**config.mk**
```make
export PLATFORM = sky130hd
export DESIGN_NAME = preproc_axil_regs
export DESIGN_NICKNAME = d
export VERILOG_FILES = /design/src/rtl/preproc_axil_regs.sv
export SDC_FILE = /design/constraint.sdc
export NUM_CORES = 1
export LEC_CHECK = 0
export BUFFER_PORTS_ARGS = -buffer_cell sky130_fd_sc_hd__clkbuf_2
export CAP_MARGIN = 20
export CORE_MARGIN = 2
export CORE_UTILIZATION = 52
export CTS_BUF_LIST = sky130_fd_sc_hd__clkbuf_8 sky130_fd_sc_hd__clkbuf_16
export CTS_CLUSTER_DIAMETER = 50
export DETAILED_ROUTE_END_ITERATION = 7
export MAX_ROUTING_LAYER = met4
export PLACE_DENSITY = 0.95
export SETUP_SLACK_MARGIN = 0.05
export SLEW_MARGIN = 40
export SYNTH_ARGS = -nofsm -noshare
export SYNTH_HDL_FRONTEND = slang
export SYNTH_SLANG_ARGS = --single-unit
```
**constraint.sdc**
```tcl
create_clock -name s_axi_aclk -period 3.8 [get_ports s_axi_aclk]
set_input_delay 0.57 -clock s_axi_aclk [delete_from_list [all_inputs] [get_ports s_axi_aclk]]
set_output_delay 0.57 -clock s_axi_aclk [all_outputs]
set_load 0.01 [all_outputs]
```
**src/rtl/preproc_axil_regs.sv**
```systemverilog
// AXI4-Lite register file for the preprocessing stage: OFFSET, SEL_SOURCE, CTRL and a read-only
// STATUS word, exported as static config outputs. Read and write channels run independent FSMs.
module preproc_axil_regs #(
  parameter int unsigned DATA_WIDTH   = 32,
  parameter int unsigned ADDR_WIDTH   = 4,
  parameter int unsigned OFFSET_WIDTH = 16,
  parameter int unsigned SEL_WIDTH    = 5,
  parameter logic [31:0] VERSION      = 32'h5052_0001
) (
  input  logic                      s_axi_aclk,
  input  logic                      s_axi_aresetn,
  input  logic [ADDR_WIDTH-1:0]     s_axi_awaddr,
  input  logic                      s_axi_awvalid,
  output logic                      s_axi_awready,
  input  logic [DATA_WIDTH-1:0]     s_axi_wdata,
  input  logic [DATA_WIDTH/8-1:0]   s_axi_wstrb,
  input  logic                      s_axi_wvalid,
  output logic                      s_axi_wready,
  output logic [1:0]                s_axi_bresp,
  output logic                      s_axi_bvalid,
  input  logic                      s_axi_bready,
  input  logic [ADDR_WIDTH-1:0]     s_axi_araddr,
  input  logic                      s_axi_arvalid,
  output logic                      s_axi_arready,
  output logic [DATA_WIDTH-1:0]     s_axi_rdata,
  output logic [1:0]                s_axi_rresp,
  output logic                      s_axi_rvalid,
  input  logic                      s_axi_rready,
  output logic [OFFSET_WIDTH-1:0]   offset_o,
  output logic [SEL_WIDTH-1:0]      sel_source_o,
  output logic                      enable_o,
  output logic                      cfg_update_o
);

  localparam int unsigned STRB_WIDTH  = DATA_WIDTH / 8;
  localparam logic [1:0]  RESP_OKAY   = 2'b00;
  localparam logic [1:0]  RESP_SLVERR = 2'b10;

  typedef enum logic {W_IDLE = 1'b0, W_RESP = 1'b1} wstate_e;
  typedef enum logic {R_IDLE = 1'b0, R_DATA = 1'b1} rstate_e;

  wstate_e                   wstate_q, wstate_d;
  rstate_e                   rstate_q, rstate_d;
  logic                      aw_held_q, aw_held_d;
  logic [1:0]                aw_addr_q, aw_addr_d;
  logic                      w_held_q, w_held_d;
  logic [DATA_WIDTH-1:0]     w_data_q, w_data_d;
  logic [STRB_WIDTH-1:0]     w_strb_q, w_strb_d;
  logic                      awready_q, awready_d;
  logic                      wready_q, wready_d;
  logic                      bvalid_q, bvalid_d;
  logic [1:0]                bresp_q, bresp_d;
  logic                      cfg_update_q, cfg_update_d;
  logic [OFFSET_WIDTH-1:0]   offset_q, offset_d;
  logic [SEL_WIDTH-1:0]      sel_q, sel_d;
  logic                      enable_q, enable_d;
  logic                      arready_q, arready_d;
  logic                      rvalid_q, rvalid_d;
  logic [DATA_WIDTH-1:0]     rdata_q, rdata_d;
  logic                      aw_hs_s, w_hs_s;
  logic [DATA_WIDTH-1:0]     rd_word_s;
  logic                      addr_lsb_unused_s;

  // Byte-lane merge: lane k of the new word replaces the old one only when strb[k] is set.
  function automatic logic [DATA_WIDTH-1:0] merge_bytes(input logic [DATA_WIDTH-1:0] old_v,
                                                        input logic [DATA_WIDTH-1:0] new_v,
                                                        input logic [STRB_WIDTH-1:0] strb);
    logic [DATA_WIDTH-1:0] res;
    res = old_v;
    for (int k = 0; k < int'(STRB_WIDTH); k++) begin
      res[8*k +: 8] = strb[k] ? new_v[8*k +: 8] : old_v[8*k +: 8];
    end
    return res;
  endfunction

  assign addr_lsb_unused_s = ^{s_axi_awaddr[1:0], s_axi_araddr[1:0]};

  // Read data mux over the word index; unimplemented bits read as zero.
  always_comb begin
    rd_word_s = '0;
    case (s_axi_araddr[3:2])
      2'd0:    rd_word_s = DATA_WIDTH'(offset_q);
      2'd1:    rd_word_s = DATA_WIDTH'(sel_q);
      2'd2:    rd_word_s = DATA_WIDTH'(enable_q);
      2'd3:    rd_word_s = DATA_WIDTH'(VERSION);
      default: rd_word_s = '0;
    endcase
  end

  // Write FSM: AW and W are latched independently; the register commits once both are held.
  always_comb begin
    aw_hs_s      = s_axi_awvalid && awready_q;
    w_hs_s       = s_axi_wvalid && wready_q;
    wstate_d     = wstate_q;
    aw_held_d    = aw_held_q | aw_hs_s;
    aw_addr_d    = aw_hs_s ? s_axi_awaddr[3:2] : aw_addr_q;
    w_held_d     = w_held_q | w_hs_s;
    w_data_d     = w_hs_s ? s_axi_wdata : w_data_q;
    w_strb_d     = w_hs_s ? s_axi_wstrb : w_strb_q;
    awready_d    = awready_q;
    wready_d     = wready_q;
    bvalid_d     = bvalid_q;
    bresp_d      = bresp_q;
    cfg_update_d = 1'b0;
    offset_d     = offset_q;
    sel_d        = sel_q;
    enable_d     = enable_q;
    case (wstate_q)
      W_IDLE: begin
        if (aw_held_d && w_held_d) begin
          wstate_d  = W_RESP;
          aw_held_d = 1'b0;
          w_held_d  = 1'b0;
          awready_d = 1'b0;
          wready_d  = 1'b0;
          bvalid_d  = 1'b1;
          bresp_d   = RESP_OKAY;
          case (aw_addr_d)
            2'd0: begin
              offset_d     = OFFSET_WIDTH'(merge_bytes(DATA_WIDTH'(offset_q), w_data_d, w_strb_d));
              cfg_update_d = 1'b1;
            end
            2'd1: begin
              sel_d        = SEL_WIDTH'(merge_bytes(DATA_WIDTH'(sel_q), w_data_d, w_strb_d));
              cfg_update_d = 1'b1;
            end
            2'd2: begin
              enable_d     = w_strb_d[0] ? w_data_d[0] : enable_q;
              cfg_update_d = 1'b1;
            end
            default: begin
              bresp_d = RESP_SLVERR;
            end
          endcase
        end else begin
          awready_d = !aw_held_d;
          wready_d  = !w_held_d;
        end
      end
      W_RESP: begin
        if (s_axi_bready) begin
          wstate_d  = W_IDLE;
          bvalid_d  = 1'b0;
          awready_d = 1'b1;
          wready_d  = 1'b1;
        end else begin
          bvalid_d  = 1'b1;
          awready_d = 1'b0;
          wready_d  = 1'b0;
        end
      end
      default: begin
        wstate_d  = W_IDLE;
        bvalid_d  = 1'b0;
        awready_d = 1'b0;
        wready_d  = 1'b0;
      end
    endcase
  end

  // Read FSM: one outstanding read, data captured at the AR handshake and held until taken.
  always_comb begin
    rstate_d  = rstate_q;
    arready_d = arready_q;
    rvalid_d  = rvalid_q;
    rdata_d   = rdata_q;
    case (rstate_q)
      R_IDLE: begin
        if (s_axi_arvalid && arready_q) begin
          rstate_d  = R_DATA;
          arready_d = 1'b0;
          rvalid_d  = 1'b1;
          rdata_d   = rd_word_s;
        end else begin
          arready_d = 1'b1;
        end
      end
      R_DATA: begin
        if (s_axi_rready) begin
          rstate_d  = R_IDLE;
          rvalid_d  = 1'b0;
          arready_d = 1'b1;
        end else begin
          rvalid_d  = 1'b1;
        end
      end
      default: begin
        rstate_d  = R_IDLE;
        arready_d = 1'b0;
        rvalid_d  = 1'b0;
      end
    endcase
  end

  // State and register update; reset discards any in-flight handshake.
  always_ff @(posedge s_axi_aclk or negedge s_axi_aresetn) begin
    if (!s_axi_aresetn) begin
      wstate_q     <= W_IDLE;
      rstate_q     <= R_IDLE;
      aw_held_q    <= 1'b0;
      aw_addr_q    <= 2'b00;
      w_held_q     <= 1'b0;
      w_data_q     <= '0;
      w_strb_q     <= '0;
      awready_q    <= 1'b0;
      wready_q     <= 1'b0;
      bvalid_q     <= 1'b0;
      bresp_q      <= 2'b00;
      cfg_update_q <= 1'b0;
      offset_q     <= '0;
      sel_q        <= '0;
      enable_q     <= 1'b0;
      arready_q    <= 1'b0;
      rvalid_q     <= 1'b0;
      rdata_q      <= '0;
    end else begin
      wstate_q     <= wstate_d;
      rstate_q     <= rstate_d;
      aw_held_q    <= aw_held_d;
      aw_addr_q    <= aw_addr_d;
      w_held_q     <= w_held_d;
      w_data_q     <= w_data_d;
      w_strb_q     <= w_strb_d;
      awready_q    <= awready_d;
      wready_q     <= wready_d;
      bvalid_q     <= bvalid_d;
      bresp_q      <= bresp_d;
      cfg_update_q <= cfg_update_d;
      offset_q     <= offset_d;
      sel_q        <= sel_d;
      enable_q     <= enable_d;
      arready_q    <= arready_d;
      rvalid_q     <= rvalid_d;
      rdata_q      <= rdata_d;
    end
  end

  assign s_axi_awready = awready_q;
  assign s_axi_wready  = wready_q;
  assign s_axi_bvalid  = bvalid_q;
  assign s_axi_bresp   = bresp_q;
  assign s_axi_arready = arready_q;
  assign s_axi_rvalid  = rvalid_q;
  assign s_axi_rdata   = rdata_q;
  assign s_axi_rresp   = RESP_OKAY;
  assign offset_o      = offset_q;
  assign sel_source_o  = sel_q;
  assign enable_o      = enable_q;
  assign cfg_update_o  = cfg_update_q;

endmodule

```
-- Yosys cells after proc, flatten, opt, wreduce, memory -nomap -nowiden
Cells that the tools add are included.
- bitwise logic cells: 4
- mux-type cells: 30
- reduce and logical (&&, ||, !) cells: 15
- equal/unequal tests: 8
- operator list (operator ; count):
    $pmux 32 s4 ; 1
    $mux 1 ; 18
    $mux 16 ; 1
    $reduce_and 4->1 ; 4
    $pmux 1 s2 ; 7
    $eq 2x2->1 const B ; 3
    $mux 2 ; 3
    $ne 2x2->1 const B ; 3
    $eq 2x1->1 const B ; 2
    $logic_and 1x1->1 ; 4
    $logic_not 2->1 ; 2
    $reduce_and 2->1 ; 2
    $reduce_or 3->1 ; 1
    $logic_not 1->1 ; 2
    $not 1->1 ; 2
    $or 1x1->1 ; 2
- flip-flop bits (word level): 86
- input port bits: 51
- output and inout port bits: 64
- word-level logic and storage cells: 76

-- Longest topological paths before layout
Gate-level depths: netlist of run 1.
- depth after elaboration: 7
- gate-level depth with buffers: 5
- gate-level depth less buffers: 5

-- Least setup slack after synthesis of run 1
OpenSTA, ideal clock, no wires.
- path type: input to register
- start: input port s_axi_wvalid
- end: register offset_q[10] (netlist: offset_o[10])
- arrival: 1.919 ns
- library setup time: 0.125 ns
- stages: 5
- path buffers: 1
- data required time: 3.675 ns
- slack: 1.756 ns
- path through: a21oi_2 > or3_1 > buf_2 > nor4b_4 > mux2_2
- word-level cells in the longest chain between the ends: 4
- elaborated cells on any way between the ends: 6
- those cells by class: mux: 2; bitwise: 1; reduce/logical: 3
- ends and longest elaborated chain (what ; line ; RTL):
    from (decl) ; 17 ; input logic s_axi_wvalid,
    $logic_and 1x1->1 (*) ; 93 ; w_hs_s = s_axi_wvalid && wready_q;
    $or 1x1->1 ; 97 ; w_held_d = w_held_q | w_hs_s;
    $logic_and 1x1->1 ; 110 ; if (aw_held_d && w_held_d) begin
    $reduce_and 4->1 (no line) ; -- ;
    to (signal assigned) ; 229 ; offset_q <= offset_d;
    to (decl) ; 54 ; logic [OFFSET_WIDTH-1:0] offset_q, offset_d;
Every way passes the cells marked *; elsewhere a longest branch is shown, timed or not.
A chain may end at the register's enable or synchronous reset.

-- Worst setup path after layout of run 1
- start: register wready_q (netlist: s_axi_wready)
- end: register offset_q[0] (netlist: offset_o[0])
- word-level cells in the longest chain between the ends: 4
- elaborated cells on any way between the ends: 6
- those cells by class: mux: 2; bitwise: 1; reduce/logical: 3
- ends and longest elaborated chain (what ; line ; RTL):
    from (decl) ; 50 ; logic wready_q, wready_d;
    from (signal assigned) ; 225 ; wready_q <= wready_d;
    $logic_and 1x1->1 (*) ; 93 ;
    $or 1x1->1 ; 97 ;
    $logic_and 1x1->1 ; 110 ;
    $reduce_and 4->1 (no line) ; -- ;
Marked as above.

==> results.py, run 1 <==
metrics = {
    "sta": {
        "hold_viol": 0,
        "final.min_clock_period_ns": 2.25,
        "fin_ws_ns": 1.55,
        "final.period_utilization_pct": 59.1,
        "fmax_ghz": 0.445,
        "skew_ns": 0.00683,
        "fin_setup_tns_ns": 0,
        "rsz0062_at_grt": "no",
        "setup_viol": 0,
        "worst_pin_slew_ns": 0.695,
        "drv_slew": 0,
        "slew_headroom_pct": 53.5,
    },
    "synthesis": {
        "synth_warnings": 0,
        "ys_async_sr_fraction_pct": 100,
        "synth-compound-area-share_pct": 7.36,
        "synth_cell_types": 31,
        "yosys.area_share.adder_pct": 0,
        "synth_edf_count": 0,
        "synth_mux_area_share_pct": 18.0,
        "synth_top_area_share_pct": 59.9,
        "netlist_instances": 227,
        "yosys.cell_count.top_type": "dfrtp_1",
        "yosys-top-cells-count": "dfrtp_1, mux2_2, nand2_1",
        "ys_top_cells_by_area": "dfrtp_1, mux2_2, buf_4, nand2_1, o21ai_0",
        "synth_top_family_by_area": "multiplexers",
        "ys.flop_type": "dfrtp_1",
        "synth_area_mm2": 0.00293,
        "yosys.area_share.simple_pct": 8.47,
        "synth_seq_cells": 70,
        "seq_area_frac_synth_pct": 59.9,
        "synth-xor-area-share_pct": 0,
        "yosysTopAreaCell": "dfrtp_1",
        "syn_area_per_cell_um2": 12.9,
    },
    "clocking": {
        "postCtsSetupRepairBufs": 0,
        "cts_hold_buf": 0,
        "cts_tree": "yes",
        "cts_buffers": 9,
        "cts_resized": 0,
        "insertion_delay_ns": 0.33,
        "clock_sink_count": 70,
        "clockBufferDepth": 2,
        "h-tree-depth": 3,
        "clkSlewWorstSetupHoldPaths_ns": 0.07,
        "clockRootBuffer": "clkbuf_8",
    },
    "floorplan": {
        "die_w_um": 79.0,
        "coreArea_mm2": 0.00547,
        "die_y_um": 79.0,
        "dieArea_mm2": 0.00624,
        "initial_core_util_pct": 53.5,
        "ios": 115,
        "rows": 27,
    },
    "worst_setup_path": {
        "r2r_slack_ns": 1.55,
        "cp_data_arrival_time_ns": 2.46,
        "crit_fanout": 18,
        "r2r_start": "s_axi_wready",
        "startpoint": "s_axi_wready",
        "reg2reg_depth": 4,
        "critPathRequiredTime_ns": 4.01,
        "crit_path_end_kind": "register",
        "worstReg2RegEnd": "offset_o[0]",
        "critPathLaunchType": "register",
        "crit_type": "reg2reg",
    },
    "cells_and_area": {
        "layout-drive-gt1-share_pct": 46.3,
        "stdcell_count": 383,
        "layout.nets": 357,
        "area_delta_synth_final_pct": 21.2,
        "n_antenna_cell": 0,
    },
    "grt": {
        "grt_pass1_vias": 1978,
        "antenna_found_initial": 0,
        "grt_pass1_wl_um": 9190,
        "grt_max_degree": 51,
        "grt_overflow": 0,
        "track_usage_pct": 20.0,
    },
    "placed_design": {
        "gp_congestion": 0.722,
        "pre_cts_ws_ns": 1.24,
        "portBuffers": 78,
        "dpl.cell_count": 367,
        "dp_hpwl_um": 4010,
    },
    "run": {
        "cap_viol_max_count": 0,
    },
    "power": {
        "cellPowerDensity_mw_per_mm2": 825,
        "peakVddDrop_mv": 0.427,
        "power_leakage_nw": 1.76,
    },
    "routing": {
        "ant_nets": 0,
        "wl_per_cell_um": 14.6,
        "wirelength_um": 5580,
        "first_iter_violations": 81,
        "drcViolationCount": 0,
        "vias": 1935,
        "drt-vias-per-instance": 5.05,
        "drt-pass1-iter-count": 4,
    },
    "status": {
        "outcome": "finished, final reports clean",
    },
    "worst_hold_path": {
        "hp-class": "in2async",
    },
}
==> sequential cells by signal (all words and copies together) (netlist names), 2 cells and up <==
signal        flops
aw_addr_q         2
offset_o         16
s_axi_rdata      17
w_data_q         16
sel_source_o      5
w_strb_q          2
==> report_power, final <==
| group | total, mW | internal, mW | switching (mW) |
|---|---|---|---|
| Combinational | 0.974 | 0.462 | 0.512 |
| Sequential | 1.27 | 1.07 | 0.202 |
| Clock | 0.679 | 0.420 | 0.259 |
| Total | 2.93 | 1.95 | 0.972 |
==> how the worst max path moves through the flow <==
stage	endpoint	slack [ns]	depth (start not counted)
finish	offset_o[0]	1.55	4
global route	offset_o[0]	1.42	4
CTS	offset_o[0]	1.47	4
detailed placement	offset_o[0]	1.24	5
global placement	offset_o[7]	1.32	5
floorplan	offset_o[10]	1.76	5
==> per-layer routing <==
metal	global-route usage (%)	up-vias	wire length [um]
met5	-	-	0
met4	9.31	0	76
met3	3.86	9	231
met2	32.7	59	2860
met1	24.2	953	2410
li1	-	914	-
==> cell families after synthesis <==
logic type,after synthesis
mux,47
simple gates,47
buf+inv,30
compound gates,32
other cells,1
flops,70
==> final cells by class <==
class | count | area (um2)
flip-flops and latches | 70 | 1750
clock inverters | 4 | 68.8
clock buffers | 12 | 165
repair buffers | 80 | 408
inverters | 5 | 18.8
fillers | 462 | 1930
multi-input cells | 140 | 1040
well taps | 72 | 90.1
==> critical path: stages, from the launching register on <==
cell	delay [ns]
dfrtp_1	0.41
nand2_2	0.39
mux2i_1	0.26
nor4b_4	0.65
mux2_2	0.42
==> stage by stage <==
step / power (mW) / cell area [um2] / hold slack [ns] / utilization [%]
global route: 3.12 / 3550 / 0.297 / 64.8
global placement: 2.21 / 3310 / 0.462 / 60.4
detailed placement: 2.27 / 3310 / 0.472 / 60.5
finish: 2.93 / 3550 / 0.250 / 64.8
CTS: 2.96 / 3540 / 0.255 / 64.7
floorplan: 1.91 / 2970 / 0.274 / -
==> cells in the final DEF (no fill, tap or decap) <==
cell / synthesis / layout
bufinv_16: 0 / 2
mux2i_1: 6 / 6
o31ai_1: 4 / 4
a311oi_1: 1 / 1
mux2_4: 1 / 1
a2111oi_4: 1 / 1
o21a_1: 1 / 1
inv_1: 5 / 6
a21o_1: 1 / 1
o31a_1: 1 / 1
a21oi_2: 2 / 2
nand4b_1: 1 / 1
mux2_2: 40 / 40
nand2_1: 31 / 31
clkinv_2: 0 / 1
nor4b_4: 2 / 2
buf_4: 18 / 3
clkbuf_8: 0 / 12
nand2_2: 2 / 2
nor2_2: 0 / 1
a211oi_1: 1 / 1
and3_1: 1 / 1
nand3_1: 1 / 1
o21ai_0: 17 / 17
clkbuf_2: 0 / 77
nand2b_1: 2 / 2
dfrtp_1: 70 / 70
nor2_1: 3 / 2
nand3b_1: 2 / 2
conb_1: 1 / 14
or3_1: 1 / 1
a21oi_1: 3 / 3
nand4_1: 1 / 1
Note: power is estimated with default switching activity, not from simulation.
==> run 2: changes to the inputs <==
- ABC_AREA: not set -> 1
- CORE_UTILIZATION: 52 -> 49
- PLACE_DENSITY: 0.95 -> 0.9
- clock period: 3.8 -> 2.2 ns (I/O delays scaled with it)
==> results.py, run 2 <==
metrics = {
    "routing": {
        "first_iter_violations": 179,
        "drt-pass1-iter-count": 4,
        "vias": 2516,
        "ant_nets": 0,
        "wirelength_um": 6600,
        "wl_per_cell_um": 12.8,
        "drcViolationCount": 0,
        "drt-vias-per-instance": 4.89,
    },
    "synthesis": {
        "synth_warnings": 0,
        "synth_cell_types": 25,
        "ys_async_sr_fraction_pct": 100,
        "yosysTopAreaCell": "dfrtp_1",
        "synth_seq_cells": 70,
        "ys_top_cells_by_area": "dfrtp_1, nand2_1, nand3_1, buf_4, o21ai_0",
        "netlist_instances": 353,
        "synth_top_area_share_pct": 54.9,
        "synth_area_mm2": 0.00319,
        "ys.flop_type": "dfrtp_1",
        "synth_edf_count": 0,
        "syn_area_per_cell_um2": 9.04,
        "yosys-top-cells-count": "nand2_1, dfrtp_1, nand3_1",
        "seq_area_frac_synth_pct": 54.9,
        "yosys.cell_count.top_type": "nand2_1",
    },
    "power": {
        "p_clk_share_pct": 21.3,
        "pwr-share-comb_pct": 38.2,
        "p_int_mw": 3.24,
        "switching_share_pct": 40.0,
        "p_sw_mw": 2.16,
        "p_seq_share_pct": 40.5,
        "power_leakage_nw": 2.16,
        "peakVddDrop_mv": 0.833,
        "cellPowerDensity_mw_per_mm2": 1420,
    },
    "placed_design": {
        "pre_cts_ws_ns": 0.746,
        "portBuffers": 78,
        "dp_hpwl_um": 5040,
        "gp_congestion": 0.840,
    },
    "worst_setup_path": {
        "critPathLaunchType": "register",
        "crit_type": "reg2reg",
        "crit_fanout": 20,
        "slowest_delay_ns": 0.40,
        "cp_data_arrival_time_ns": 1.67,
        "critPathTopFamily": "simple AND/OR/NAND/NOR gates",
        "crit_top_cell": "nand2_1",
        "path_buf_inv": 1,
        "cp_cell_sequence": "nand2_2, buf_4, o21ai_2, nor2_8, nand2_4, nand2_1, nand2_1",
        "slowest_stage": "dfrtp_1",
        "r2r_slack_ns": 0.77,
        "crit_path_end_kind": "register",
        "critPathRequiredTime_ns": 2.44,
    },
    "cells_and_area": {
        "layout_common_cells": "nand2_1, clkbuf_2, dfrtp_1",
        "n_antenna_cell": 0,
        "final_common_cell": "nand2_1",
        "multi_input_area_mm2": 0.00120,
        "largest_reg_flops": 17,
        "layout.nets": 484,
        "fillCellCount": 561,
        "area_delta_synth_final_pct": 19.1,
        "seq_area_mm2": 0.00175,
        "layout-drive-gt1-share_pct": 27.7,
    },
    "status": {
        "outcome": "finished, final reports clean",
    },
    "worst_hold_path": {
        "hp-class": "in2reg",
    },
    "sta": {
        "drv_slew": 0,
        "final.min_clock_period_ns": 1.43,
        "final.period_utilization_pct": 64.8,
        "fmax_ghz": 0.702,
        "rsz0062_at_grt": "no",
        "setup_viol": 0,
        "fin_setup_tns_ns": 0,
        "holdWs_ns": 0.220,
        "fin_ws_ns": 0.775,
        "skew_ns": 0.00824,
        "hold_viol": 0,
    },
    "clocking": {
        "cts_resized": 0,
        "postCtsSetupRepairBufs": 0,
        "clockRootBuffer": "clkbuf_8",
        "insertion_delay_ns": 0.34,
        "clkSlewWorstSetupHoldPaths_ns": 0.07,
        "clockBufferDepth": 2,
        "clock_sink_count": 70,
        "h-tree-depth": 3,
        "cts_buffers": 9,
        "cts_tree": "yes",
    },
    "run": {
        "cap_viol_max_count": 0,
    },
    "floorplan": {
        "die_y_um": 84.7,
        "coreArea_mm2": 0.00631,
        "die_w_um": 84.7,
        "dieArea_mm2": 0.00717,
        "initial_core_util_pct": 50.5,
        "ios": 115,
        "rows": 29,
    },
    "grt": {
        "grt_pass1_vias": 2429,
        "grt_overflow": 0,
        "track_usage_pct": 20.3,
        "grt_max_degree": 35,
        "grt_pass1_wl_um": 11200,
        "antenna_found_initial": 0,
    },
}
run 2: path summary, 6_finish.rpt:
kind	from	depth (start not counted)	to
worst min register to register	w_data_q[9]	2	w_data_q[9]
min in group asynchronous	s_axi_aresetn	2	offset_o[10]
max in group asynchronous	s_axi_aresetn	3	w_strb_q[0]
worst max-delay path	s_axi_wready	7	offset_o[13]
worst min-delay path	s_axi_bready	3	s_axi_awready
worst max register to register	s_axi_wready	7	offset_o[13]
run 2: cells by family (layout without fill, tap and decap cells):
kind of cell / after synthesis / after routing / synth area share, %
and+or+nand+nor: 209 / 209 / 31.8
AOI/OAI and AO/OA: 25 / 25 / 4.24
other: 1 / 14 / 0.118
DFF: 70 / 70 / 54.9
buffers and inverters: 48 / 119 / 8.98
run 2: layout make-up:
class / instances / area share [%]
clock buffers: 11 / 3.99
clock inverters: 4 / 1.84
inverters: 20 / 1.98
multi-input cells: 248 / 31.6
flip-flops and latches: 70 / 46.1
well taps: 77 / 2.54
repair buffers: 84 / 11.9
run 2: stage by stage:
step | instances | instance area (um2) | utilization, % | power [mW]
after floorplan | 366 | 3240 | - | 3.66
after global placement | 498 | 3560 | 56.5 | 4.18
after detailed placement | 498 | 3560 | 56.5 | 4.28
after CTS | 513 | 3790 | 60.0 | 5.43
after global routing | 514 | 3800 | 60.2 | 5.79
final | 514 | 3800 | 60.2 | 5.40
run 2: worst reg2reg max path, stage by stage, from the launching register on:
cell and delay [ns]:
dfrtp_1 0.40, nand2_2 0.08, buf_4 0.27, o21ai_2 0.15, nor2_8 0.20, nand2_4 0.10
nand2_1 0.08, nand2_1 0.05
run 2: repair_timing:
item	CTS	global route
hold endpoints to repair	0	32
hold buffers	0	1
endpoints found under the setup margin	0	0
run 2: per-layer routing:
metal / vias to the layer above / GRT usage [%] / routed length (um)
met5: - / - / 0
met4: 0 / 7.50 / 98
met3: 12 / 4.52 / 291
met2: 69 / 32.6 / 3290
met1: 1178 / 25.3 / 2920
li1: 1257 / - / -
run 2: power by group through the flow:
stage | Sequential [mW] | Clock, mW | Combinational, mW
2_1_floorplan | 2.28 | 0 | 1.38
3_5_place_dp | 2.21 | 0 | 2.07
6_report | 2.19 | 1.15 | 2.06
4_1_cts | 2.19 | 1.17 | 2.08
5_1_grt | 2.26 | 1.22 | 2.31
3_3_place_gp | 2.18 | 0 | 2.00
==> run 3: changes to the inputs <==
- CORE_UTILIZATION: 49 -> 45
- PLACE_DENSITY: 0.9 -> 0.87
- clock period: 2.2 -> 1.3 ns (I/O delays scaled with it)
==> results.py, run 3 (same netlist as run 2, synthesis figures left out) <==
metrics = {
    "status": {
        "outcome": "complete, but fails checks",
        "violations": "negative setup slack",
    },
    "routing": {
        "drcViolationCount": 0,
        "wl_per_cell_um": 13.3,
        "first_iter_violations": 192,
        "drt-pass1-iter-count": 4,
        "drt-vias-per-instance": 4.88,
        "wirelength_um": 7380,
        "ant_nets": 0,
        "vias": 2712,
    },
    "power": {
        "power_leakage_nw": 2.28,
        "total_power_mw": 9.85,
        "switching_share_pct": 41.3,
        "cellPowerDensity_mw_per_mm2": 2380,
        "p_sw_mw": 4.07,
        "peakVddDrop_mv": 1.28,
        "pwr-share-comb_pct": 44.7,
        "p_seq_share_pct": 37.2,
        "p_clk_share_pct": 18.1,
        "p_int_mw": 5.79,
    },
    "placed_design": {
        "gp_congestion": 0.821,
        "dp_hpwl_um": 5300,
        "dpl.cell_count": 528,
        "portBuffers": 78,
    },
    "worst_setup_path": {
        "critPathLaunchType": "register",
        "reg2reg_depth": 8,
        "r2r_slack_ns": -0.03,
        "r2r_start": "s_axi_wready",
        "critPathRequiredTime_ns": 1.58,
        "startpoint": "s_axi_wready",
        "worstReg2RegEnd": "enable_o",
        "crit_path_end_kind": "register",
        "crit_type": "reg2reg",
        "crit_fanout": 6,
        "worstSetupEndpoint": "enable_o",
        "cp_data_arrival_time_ns": 1.62,
    },
    "floorplan": {
        "ios": 115,
        "rows": 30,
        "dieArea_mm2": 0.00778,
        "die_w_um": 88.2,
        "die_y_um": 88.2,
        "initial_core_util_pct": 46.7,
        "coreArea_mm2": 0.00683,
    },
    "grt": {
        "grt_pass1_wl_um": 11800,
        "grt_overflow": 0,
        "antenna_found_initial": 0,
        "grt_pass1_vias": 2580,
        "track_usage_pct": 20.3,
        "grt_max_degree": 28,
    },
    "run": {
        "cap_viol_max_count": 0,
    },
    "sta": {
        "final.period_utilization_pct": 103,
        "hold_viol": 0,
        "skew_ns": 0.0136,
        "drv_slew": 0,
        "setup_viol": 21,
        "fmax_ghz": 0.749,
        "rsz0062_at_grt": "yes",
        "fin_ws_ns": -0.0349,
        "final.min_clock_period_ns": 1.33,
    },
    "cells_and_area": {
        "layout-drive-gt1-share_pct": 35.7,
        "fillCellCount": 564,
        "largest_reg_flops": 17,
        "n_antenna_cell": 0,
        "layout_common_cells": "nand2_1, clkbuf_2, dfrtp_1",
        "area_delta_synth_final_pct": 29.6,
        "final_common_cell": "nand2_1",
        "stdcell_count": 556,
        "layout.nets": 506,
    },
    "clocking": {
        "cts_buffers": 9,
        "insertion_delay_ns": 0.34,
        "cts_tree": "yes",
        "clkSlewWorstSetupHoldPaths_ns": 0.08,
        "clockBufferDepth": 2,
        "h-tree-depth": 3,
        "clockRootBuffer": "clkbuf_8",
        "clock_sink_count": 70,
    },
    "worst_hold_path": {
        "hp-class": "in2reg",
    },
}
run 3: cell types whose count changed in the layout (fill, tap and decap cells not counted), sizes merged:
cell	before	now
clkinv	2	4
buf	6	27
nor2	13	14
bufinv	2	1
run 3: worst min-delay path by stage:
stage / start / depth (start not counted) / end / slack [ns]
3_3_place_gp: s_axi_aresetn / 1 / w_data_q[15] / 0.06
5_1_grt: s_axi_wdata[12] / 3 / w_data_q[12] / 0.10
6_report: s_axi_wdata[12] / 3 / w_data_q[12] / 0.07
3_5_place_dp: s_axi_aresetn / 1 / w_data_q[13] / 0.06
4_1_cts: s_axi_wdata[12] / 3 / w_data_q[12] / 0.07
2_1_floorplan: s_axi_aresetn / 0 / aw_addr_q[0] / -0.10
run 3: metrics by stage:
stage	hold WS [ns]	setup WS, ns	utilization [%]	TNS, ns	instance area [um2]
floorplan	-0.101	0.0497	-	0	3260
global placement	0.0619	0.00920	54.4	0	3710
finish	0.0741	-0.0349	60.5	-0.295	4130
CTS	0.0655	-0.0350	58.9	-0.164	4020
global route	0.104	-0.121	60.5	-2.35	4130
detailed placement	0.0606	-0.0322	54.4	-0.210	3710
run 3: cell type report:
cell class                 instances  area [um2]  share of cell area [%]
multi-input combinational        249        1320                    31.9
sequential                        70        1750                    42.4
timing repair buffer             105         654                    15.8
clock inverter                     5        57.6                    1.39
tap                               96         120                    2.91
clock buffer                      11         151                    3.66
inverter                          20        77.6                    1.88
run 3: metal layers:
metal,routed length [um],global-route usage [%]
met5,0,-
met4,203,9.92
met2,3740,32.2
met1,3050,24.9
met3,394,3.77
run 3: critical path, cell delays in order (launching register included):
cell and delay (ns):
dfrtp_1 0.40, nand2_4 0.10, buf_12 0.14, nand2_8 0.06, nand2_8 0.09, buf_4 0.17
nor2_4 0.14, nand3_1 0.11, nand2_1 0.08
run 3: repair_timing:
action	CTS	global route
pin swaps	14	8
gates cloned	2	0
hold endpoints to repair	70	0
setup endpoints to repair	22	23
hold buffers	1	0
buffers inserted	5	4
resized for setup	7	19
run 3: power by group through the flow:
stage / Combinational, mW / Sequential (mW) / Clock [mW]
6_report: 4.40 / 3.67 / 1.78
5_1_grt: 4.86 / 3.77 / 1.91
4_1_cts: 4.14 / 3.64 / 1.82
3_5_place_dp: 3.85 / 3.68 / 0
3_3_place_gp: 3.72 / 3.64 / 0
2_1_floorplan: 2.38 / 3.87 / 0
